## src/rtl/subband_frame_serializer.sv

```systemverilog
// ----------------------------------------------------------------------------
// subband_frame_serializer
//
// Consumer end of the 16-channel analysis filterbank. On a frame strobe,
// every channel sample is captured into a shadow bank. The samples are then
// streamed one channel per transfer over a valid/ready interface. The
// full-precision sum of the frame is published as a one-cycle pulse after
// the last channel has been accepted.
//
// Ports:
//   clock        rising-edge clock
//   reset        asynchronous active-low reset
//   clk_enable   global enable; all state holds while low
//   frame_valid  one-cycle frame strobe (decimated phase)
//   ch_in        flattened signed samples, channel k at [k*IN_W +: IN_W]
//   out_valid    streamed sample valid
//   out_ready    downstream accepts the streamed sample
//   out_data     signed sample of channel out_ch
//   out_ch       channel index of out_data
//   out_last     high together with channel NUM_CH-1
//   sum_valid    one-cycle pulse, sum_data is valid
//   sum_data     signed sum of all channels of the frame just streamed
//   busy         high while a frame is held or streaming
//   overrun      sticky flag, a frame strobe was dropped
//   clr_overrun  synchronous clear for overrun
// ----------------------------------------------------------------------------
module subband_frame_serializer #(
   parameter int NUM_CH = 16,
   parameter int IN_W   = 23,
   parameter int CH_W   = 4,
   parameter int SUM_W  = 27
) (
   input  logic                   clock,
   input  logic                   reset,
   input  logic                   clk_enable,
   input  logic                   frame_valid,
   input  logic [NUM_CH*IN_W-1:0] ch_in,
   output logic                   out_valid,
   input  logic                   out_ready,
   output logic [IN_W-1:0]        out_data,
   output logic [CH_W-1:0]        out_ch,
   output logic                   out_last,
   output logic                   sum_valid,
   output logic [SUM_W-1:0]       sum_data,
   output logic                   busy,
   output logic                   overrun,
   input  logic                   clr_overrun
);

   typedef enum logic {
      ST_IDLE   = 1'b0,
      ST_STREAM = 1'b1
   } state_t;

   // Sign-extend one channel sample to the accumulator width.
   function automatic logic [SUM_W-1:0] sext(input logic [IN_W-1:0] v);
      return {{(SUM_W-IN_W){v[IN_W-1]}}, v};
   endfunction

   state_t           state_r;
   state_t           state_nxt_s;
   logic [IN_W-1:0]  shadow_r [NUM_CH];

   // out_ch_r doubles as the channel counter while streaming.
   logic             out_valid_r,   out_valid_nxt_s;
   logic [IN_W-1:0]  out_data_r,    out_data_nxt_s;
   logic [CH_W-1:0]  out_ch_r,      out_ch_nxt_s;
   logic             out_last_r,    out_last_nxt_s;
   logic [SUM_W-1:0] acc_r,         acc_nxt_s;
   logic [SUM_W-1:0] sum_data_r,    sum_data_nxt_s;
   logic             sum_valid_r,   sum_valid_nxt_s;
   logic             overrun_r,     overrun_nxt_s;

   logic             xfer_s;
   logic             cap_s;
   logic             drop_s;
   logic [CH_W-1:0]  ch_inc_s;
   logic [SUM_W-1:0] acc_sum_s;

   // Next-state and next-output decode for the streaming FSM.
   always_comb begin
      state_nxt_s     = state_r;
      out_valid_nxt_s = out_valid_r;
      out_data_nxt_s  = out_data_r;
      out_ch_nxt_s    = out_ch_r;
      out_last_nxt_s  = out_last_r;
      acc_nxt_s       = acc_r;
      sum_data_nxt_s  = sum_data_r;
      sum_valid_nxt_s = 1'b0;
      overrun_nxt_s   = overrun_r;
      cap_s           = 1'b0;
      drop_s          = 1'b0;
      xfer_s          = out_valid_r & out_ready;
      ch_inc_s        = out_ch_r + {{(CH_W-1){1'b0}}, 1'b1};
      acc_sum_s       = acc_r + sext(out_data_r);

      case (state_r)
         ST_IDLE: begin
            if (frame_valid) begin
               cap_s = 1'b1;
            end else begin
               cap_s = 1'b0;
            end
         end
         ST_STREAM: begin
            if (xfer_s && out_last_r) begin
               // Frame complete: publish the sum including the last sample.
               sum_valid_nxt_s = 1'b1;
               sum_data_nxt_s  = acc_sum_s;
               if (frame_valid) begin
                  // Back-to-back frame: capture without a gap.
                  cap_s = 1'b1;
               end else begin
                  state_nxt_s     = ST_IDLE;
                  out_valid_nxt_s = 1'b0;
                  out_data_nxt_s  = {IN_W{1'b0}};
                  out_ch_nxt_s    = {CH_W{1'b0}};
                  out_last_nxt_s  = 1'b0;
               end
            end else if (xfer_s) begin
               acc_nxt_s      = acc_sum_s;
               out_ch_nxt_s   = ch_inc_s;
               out_data_nxt_s = shadow_r[ch_inc_s];
               out_last_nxt_s = (ch_inc_s == CH_W'(NUM_CH-1));
               drop_s         = frame_valid;
            end else begin
               // Stalled: hold the presented sample, but still drop strobes.
               drop_s = frame_valid;
            end
         end
         default: begin
            state_nxt_s     = ST_IDLE;
            out_valid_nxt_s = 1'b0;
            out_data_nxt_s  = {IN_W{1'b0}};
            out_ch_nxt_s    = {CH_W{1'b0}};
            out_last_nxt_s  = 1'b0;
         end
      endcase

      if (cap_s) begin
         state_nxt_s     = ST_STREAM;
         out_valid_nxt_s = 1'b1;
         out_ch_nxt_s    = {CH_W{1'b0}};
         out_data_nxt_s  = ch_in[IN_W-1:0];
         out_last_nxt_s  = (NUM_CH == 1);
         acc_nxt_s       = {SUM_W{1'b0}};
      end else begin
         acc_nxt_s = acc_nxt_s;
      end

      // A drop in the same cycle as a clear leaves the flag set.
      if (drop_s) begin
         overrun_nxt_s = 1'b1;
      end else if (clr_overrun) begin
         overrun_nxt_s = 1'b0;
      end else begin
         overrun_nxt_s = overrun_r;
      end
   end

   // FSM state and registered outputs; everything holds while disabled.
   always_ff @(posedge clock or negedge reset) begin
      if (!reset) begin
         state_r     <= ST_IDLE;
         out_valid_r <= 1'b0;
         out_data_r  <= {IN_W{1'b0}};
         out_ch_r    <= {CH_W{1'b0}};
         out_last_r  <= 1'b0;
         acc_r       <= {SUM_W{1'b0}};
         sum_data_r  <= {SUM_W{1'b0}};
         sum_valid_r <= 1'b0;
         overrun_r   <= 1'b0;
      end else if (clk_enable) begin
         state_r     <= state_nxt_s;
         out_valid_r <= out_valid_nxt_s;
         out_data_r  <= out_data_nxt_s;
         out_ch_r    <= out_ch_nxt_s;
         out_last_r  <= out_last_nxt_s;
         acc_r       <= acc_nxt_s;
         sum_data_r  <= sum_data_nxt_s;
         sum_valid_r <= sum_valid_nxt_s;
         overrun_r   <= overrun_nxt_s;
      end
   end

   // Shadow bank: snapshot of all channels taken on an accepted strobe.
   always_ff @(posedge clock or negedge reset) begin
      if (!reset) begin
         for (int k = 0; k < NUM_CH; k++) begin
            shadow_r[k] <= {IN_W{1'b0}};
         end
      end else if (clk_enable && cap_s) begin
         for (int k = 0; k < NUM_CH; k++) begin
            shadow_r[k] <= ch_in[k*IN_W +: IN_W];
         end
      end
   end

   assign out_valid = out_valid_r;
   assign busy      = out_valid_r;
   assign out_data  = out_data_r;
   assign out_ch    = out_ch_r;
   assign out_last  = out_last_r;
   assign sum_valid = sum_valid_r;
   assign sum_data  = sum_data_r;
   assign overrun   = overrun_r;

endmodule

```

## config.mk

```make
export PLATFORM = sky130hd
export DESIGN_NAME = subband_frame_serializer
export DESIGN_NICKNAME = d
export VERILOG_FILES = /design/src/rtl/subband_frame_serializer.sv
export SDC_FILE = /design/constraint.sdc
export NUM_CORES = 1
export LEC_CHECK = 0
export ABC_AREA = 1
export CAP_MARGIN = 20
export CORE_ASPECT_RATIO = 2
export CORE_UTILIZATION = 53
export DETAILED_ROUTE_END_ITERATION = 8
export DONT_BUFFER_PORTS = 1
export GPL_TIMING_DRIVEN = 1
export PLACE_DENSITY = 0.68
export SKIP_LAST_GASP = 1
export SLEW_MARGIN = 10
export SYNTH_ARGS = -nofsm -noshare
export SYNTH_HDL_FRONTEND = slang
export SYNTH_SLANG_ARGS = --single-unit
```

## constraint.sdc

```tcl
create_clock -name clock -period 2.7 [get_ports clock]
set_clock_uncertainty 0.1 [all_clocks]
set_input_delay 0.135 -clock clock [delete_from_list [all_inputs] [get_ports clock]]
set_output_delay 0.135 -clock clock [all_outputs]
set_load 0.01 [all_outputs]
```

==> results of run 1 <==
## power by group
group | internal (uW) | leakage (uW) | switching [uW]
Combinational | 4740 | 0.00761 | 9300
Sequential | 8430 | 0.00566 | 1020
Clock | 3780 | 0.000732 | 2770
## worst max path at each step
stage                     startpoint      endpoint  slack [ps]
after floorplan            out_ch[0]  out_data[10]         440
after global placement     out_ch[0]   out_data[1]         -20
after detailed placement   out_ch[0]   out_data[1]           7
after CTS                  out_ch[0]   out_data[1]         120
after global routing       out_ch[0]   out_data[1]           4
final                      out_ch[0]   out_data[1]          80
## through the flow
| step | power (uW) | area [um^2] | setup WS [ps] | util |
|---|---|---|---|---|
| floorplan | 17870 | 22660 | 440.1 | - |
| global placement | 22480 | 23070 | -18.45 | 0.5486 |
| detailed placement | 22640 | 23070 | 7.433 | 0.5486 |
| CTS | 29630 | 28320 | 122.6 | 0.6735 |
| global route | 31750 | 28340 | 3.914 | 0.6742 |
| finish | 30040 | 28350 | 79.11 | 0.6743 |
## area by class of cell
type,instances,area (um^2),share of cell area
Clock buffer,51,1166,0.04113
Clock inverter,26,336.6,0.01187
Tap cell,540,675.6,0.02383
Multi-Input combinational cell,2029,9204,0.3246
Sequential cell,454,11360,0.4009
Antenna cell,10,25.02,0.0008827
Timing Repair Buffer,444,4452,0.1570
Inverter,299,1127,0.03976
## logic make-up (layout without fill, tap and decap cells)
family          count (synthesis)  in the layout
simple gates                 1471           1471
flops                         454            454
xor+xnor                       10             10
fa+ha+maj                      29             29
compound gates                519            519
other cells                     0             10
buf+inv                       470            820
## metal layers
| metal | track usage | vias up | share of wire |
|---|---|---|---|
| li1 | - | 10030 | - |
| met2 | 0.6769 | 1208 | 0.49 |
| met5 | 0 | - | 0.00048 |
| met4 | 0.3183 | 6 | 0.091 |
| met3 | 0.06409 | 379 | 0.072 |
| met1 | 0.4421 | 10460 | 0.34 |
## critical path, stage by stage, from the launching register on
cell,delay (ps)
dfrtp_4,510
inv_2,80
ha_4,460
buf_16,280
a21oi_1,120
o21ai_0,110
nand3_1,140
nand3_1,170
nand2_1,90
a21oi_2,300
nor2_1,70
## sequential cells by signal (all words and copies together) (netlist names)
| signal | count |
|---|---|
| acc_r | 27 |
| busy | 1 |
| out_ch | 4 |
| out_data | 23 |
| out_last | 1 |
| overrun | 1 |
| shadow_r | 368 |
| state_r | 1 |
| sum_data | 27 |
| sum_valid | 1 |
## synthesized netlist by cell type, drive strengths merged
cell type     n
xor2          1
o31ai         1
xnor2         9
and2          2
o22ai        13
dfrtp       454
nand3b        1
fa            1
nand2      1176
nand3       212
clkbuf       51
o21bai        3
a21o          1
nor3          1
buf         120
ha           28
inv         298
a21oi       122
or2           4
o211ai       89
clkinv        1
nor2         64
nand4        11
o21ai       290
## repair_timing
action | CTS | global route
gates cloned | 0 | 0
endpoints found under the hold margin | 850 | 454
resized for setup | 1 | 2
setup endpoints to repair | 1 | 2
==> run_results.csv, run 1 <==
group,metric,value,unit
setup_path,cp_max_fo,52,
clock_network,post-cts-setup-buffers,0,
clock_network,cts-buffers-inserted,42,
timing,finalSetupViolCount,0,
global_routing,grt_pass1_wl,129.6,mm
synth,synth_area,0.02266,mm^2
floorplanning,io_pins,433,
finish,final_cell_mix,"1,172 x nand2_1, 453 x dfrtp_1, 374 x dlygate4sd3_1, 289 x inv_1, 279 x o21ai_0",
finish,syn_to_final_growth,25.10,%
timing,max-slew-margin-rel,0.04896,
clock_network,clock_latency,560,ps
finish,fin_nets,3673,
power,ir_drop,0.6178,mV
detailed_routing,first_pass_iters,7,
hold_path,min_path_type,"in -> async",
timing,holdWs,-823.1,ps
clock_network,cts.path.max_buffers,3,
synth,synth_mux_area_frac,0,
global_routing,grt_antenna_before_repair,12,
detailed_routing,wire_per_inst,22.38,um
synth,synth.distinct_cells,31,
clock_network,h-tree-depth,2,
synth,synth-xor-area-share,0.004196,
clock_network,cts_tree,"built",
clock_network,cts_hold_buf,374,
global_routing,grt_max_degree,455,
synth,yosysTopAreaCell,"dfrtp_1",
synth,synth_top_family_by_area,"simple AND/OR/NAND/NOR gates",
clock_network,cts_sinks,454,
synth,netlist_top_cells_area,"dfrtp_1 50%, nand2_1 19%, o21ai_0 6.2%, inv_1 4.8%, nand3_1 4.7%",
detailed_routing,drc_errors,0,
clock_network,clkTransAtPathRegs,70,ps
place,dp_cells,3392,
setup_path,worstSetupPathType,"reg -> reg",
finish,n_fill_cell,3318,
outcome,outcome,"finished with violations",
detailed_routing,drt_iter0_drc,1969,
setup_path,arrival,2950,ps
synth,synthSimpleGateAreaFrac,0.2585,
global_routing,grt_overflow,0,
finish,layout.cells.non_filler,3853,
floorplanning,rows,106,
setup_path,setup.worst_path.end_class,"flop",
floorplanning,core,0.04204,mm^2
floorplanning,initial_utilization,0.5390,
detailed_routing,vias,22080,
timing,min_period,2621,ps
synth,synth_compound_area_frac,0.1257,
finish,layout_commonest_cell,"nand2_1",
run,maxCapViolations,0,
floorplanning,dieArea,0.04364,mm^2
setup_path,worst_r2r_path_depth,10,
synth,syn_avg_cell_area,7.675,um^2
synth,ys_ff_latch,454,
place,place_congestion,0.9936,
global_routing,first_global_vias,22540,
setup_path,rrSetupSlack,80,ps
setup_path,worstSetupStartpointType,"flop",
setup_path,required,3030,ps
place,portBuffers,0,
detailed_routing,ant_nets,0,
timing,post-route-period-util,0.9707,
outcome,violations,"negative hold slack",
finish,drive_gt1_frac,0.05147,
timing,final_max_slew_viol_count,0,
detailed_routing,wirelength,86.22,mm
floorplanning,die_h,294.4,um
timing,hold_viol_final,454,
power,p_leak,0.01400,uW
synth,synth_top_area_frac,0.5013,
timing,max_freq,0.3816,GHz
timing,setup-tns-final,0,ps
synth,syn-num-nets,3356,
power,powerDensity,1060,mW/mm^2
synth,synth_adder_area_share,0.01634,
timing,worstMarginPinSlew,1427,ps
synth,syn_inst,2953,
timing,rsz0062_at_grt,"no",
synth,ys_seq_area_frac,0.5013,
setup_path,reg2reg_to,"out_data[1]",
setup_path,r2r_start,"out_ch[0]",
clock_network,cts_root_buf,"clkbuf_16",
synth,ys_warn_count,0,
floorplanning,die_w,148.2,um
place,dp_hpwl,58.26,mm
detailed_routing,routed_via_density,5.730,
global_routing,track_usage,0.3996,
Note: power is estimated with default switching activity, not from simulation.
==> inputs of run 2 (changes only) <==
PLACE_DENSITY = 0.71   (was 0.68)
REMOVE_ABC_BUFFERS = 1   (was default)
clock period = 2.4 ns   (was 2.7 ns; I/O delays follow)
==> run_results.csv, run 2 (synthesis results as in run 1) <==
group,metric,value,unit
hold_path,min_path_type,"in -> async",
timing,hold_viol_final,454,
timing,min_period,2314,ps
finish,n_fill_cell,3226,
finish,multiInputGateArea,0.009219,mm^2
setup_path,worstSetupStartpointType,"flop",
finish,layout_commonest_cell,"nand2_1",
clock_network,cts_tree,"built",
clock_network,cts-buffers-inserted,42,
setup_path,cp_max_fo,33,
finish,fin_area,0.02841,mm^2
timing,post-route-period-util,0.9642,
power,p_seq_frac,0.330,
setup_path,r2r_start,"out_ch[0]",
place,portBuffers,0,
place,dp_cells,3380,
detailed_routing,routed_via_density,5.660,
detailed_routing,vias,21830,
outcome,violations,"negative hold slack, max-slew violations",
run,maxCapViolations,0,
floorplanning,rows,106,
clock_network,cts_sinks,454,
setup_path,max_stage_delay,560,ps
setup_path,worstSetupPathType,"reg -> reg",
timing,setup-tns-final,0,ps
place,place_congestion,0.9518,
setup_path,required,2740,ps
outcome,outcome,"finished with violations",
power,clkPwrFrac,0.208,
clock_network,h-tree-depth,2,
global_routing,grt_overflow,0,
detailed_routing,wirelength,76.49,mm
setup_path,path_cells,"ha_1 > xnor2_2 > buf_12 > nand3_1 > nand3_1 > nand2_1 > a21oi_1 > nor2_1",
setup_path,setup.worst_path.end_class,"flop",
clock_network,clkTransAtPathRegs,70,ps
timing,holdWs,-846.4,ps
place,dp_hpwl,46.25,mm
floorplanning,core,0.04204,mm^2
global_routing,grt_pass1_wl,117.6,mm
detailed_routing,first_pass_iters,7,
detailed_routing,drt_iter0_drc,1724,
timing,rsz0062_at_grt,"yes",
finish,fin_util,0.6759,
finish,layout.cells.non_filler,3856,
finish,largest_register_ffs,368,
finish,fin_nets,3677,
clock_network,cts_root_buf,"clkbuf_16",
finish,syn_to_final_growth,25.38,%
power,power.switching,13680,uW
setup_path,rrSetupSlack,90,ps
timing,max_freq,0.4322,GHz
detailed_routing,ant_nets,0,
timing,max-slew-margin-rel,-0.05908,
setup_path,reg2reg_to,"out_data[3]",
setup_path,worst_r2r_path_depth,8,
power,swShare,0.4222,
power,ir_drop,0.7936,mV
setup_path,critPathMostFrequentCell,"nand3_1",
finish,largest_register,"shadow_r",
global_routing,grt_max_degree,455,
finish,final_cell_mix,"1,172 x nand2_1, 452 x dfrtp_1, 383 x dlygate4sd3_1, 289 x inv_1, 279 x o21ai_0",
floorplanning,dieArea,0.04364,mm^2
floorplanning,initial_utilization,0.5390,
global_routing,first_global_vias,22190,
floorplanning,die_h,294.4,um
power,power_frac_comb,0.462,
global_routing,track_usage,0.3521,
detailed_routing,wire_per_inst,19.84,um
finish,regArea,0.01137,mm^2
floorplanning,io_pins,433,
global_routing,grt_antenna_before_repair,10,
detailed_routing,drc_errors,0,
power,p_int,18710,uW
timing,worstMarginPinSlew,1589,ps
clock_network,cts_hold_buf,383,
clock_network,cts.path.max_buffers,3,
power,p_leak,0.01398,uW
setup_path,arrival,2650,ps
power,powerDensity,1140,mW/mm^2
place,placedInstanceArea,0.02306,mm^2
floorplanning,die_w,148.2,um
finish,drive_gt1_frac,0.04691,
setup_path,critPathSlowestCell,"dfrtp_4",
timing,finalSetupViolCount,0,
timing,final_max_slew_viol_count,112,
clock_network,clock_latency,570,ps
## run 2: changes by cell type in the layout (fill, tap and decap cells not counted), sizes merged
cell,before,now
clkinv,12,10
diode,10,12
buf,70,64
bufbuf,0,1
bufinv,7,1
clkinvlp,5,0
clkbuf,51,64
inv,301,298
dlygate4sd3,374,383
## run 2: metal layers
layer,routed length [um],global-route usage,vias up
met4,6056,0.2592,2
met5,16,0,-
met3,5681,0.08065,369
met1,25800,0.3729,10230
li1,-,-,10030
met2,38940,0.6068,1188
## run 2: worst max path at each step
stage,startpoint,end,slack (ps),cells after the start
3_5_place_dp,out_ch[0],out_data[0],-30,8
3_3_place_gp,out_ch[0],out_data[0],10,8
6_report,out_ch[0],out_data[3],90,8
4_1_cts,out_ch[0],out_data[22],-20,10
2_1_floorplan,busy,shadow_r[0],-14040,9
5_1_grt,out_ch[0],out_data[3],-10,11
## run 2: metrics by stage
stage	worst slack [ps]	total power (uW)	hold WS, ps
3_5_place_dp	-33.21	24390	-269.4
2_1_floorplan	-14040	18250	-275.6
3_3_place_gp	12.02	24080	-265.2
6_report	86.01	32390	-846.4
4_1_cts	-20.07	31770	-868.5
5_1_grt	-12.78	34490	-858.3
## run 2: cell type report
| type | count | area share |
|---|---|---|
| Clock inverter | 10 | 0.003435 |
| Tap cell | 540 | 0.02378 |
| Antenna cell | 12 | 0.001057 |
| Inverter | 299 | 0.03967 |
| Multi-Input combinational cell | 2029 | 0.3244 |
| Clock buffer | 64 | 0.04417 |
| Timing Repair Buffer | 448 | 0.1635 |
| Sequential cell | 454 | 0.4000 |
## run 2: power by group through the flow
stage / registers (uW) / clock network, uW / logic [uW]
finish: 10700 / 6720 / 15000
global route: 10900 / 7080 / 16500
CTS: 10600 / 6800 / 14400
detailed placement: 10700 / 0 / 13700
global placement: 10600 / 0 / 13400
floorplan: 10600 / 0 / 7620
## run 2: worst max-delay path: cells and delay by family, from the launching register on
kind / cells / cell delay, ps
flip-flops: 1 / 560
AND/OR/NAND/NOR: 4 / 380
buffers and inverters: 1 / 300
XOR/XNOR: 1 / 290
AO/OA/AOI/OAI: 1 / 290
adder cells (fa/ha/maj): 1 / 260
## run 2: what timing repair did
| item | in CTS | in global routing |
|---|---|---|
| buffers inserted | 0 | 6 |
| endpoints found under the hold margin | 850 | 454 |
| setup endpoints to repair | 1 | 15 |
| gates resized for setup | 1 | 6 |
| gates cloned | 1 | 0 |
| pin swaps | 0 | 1 |
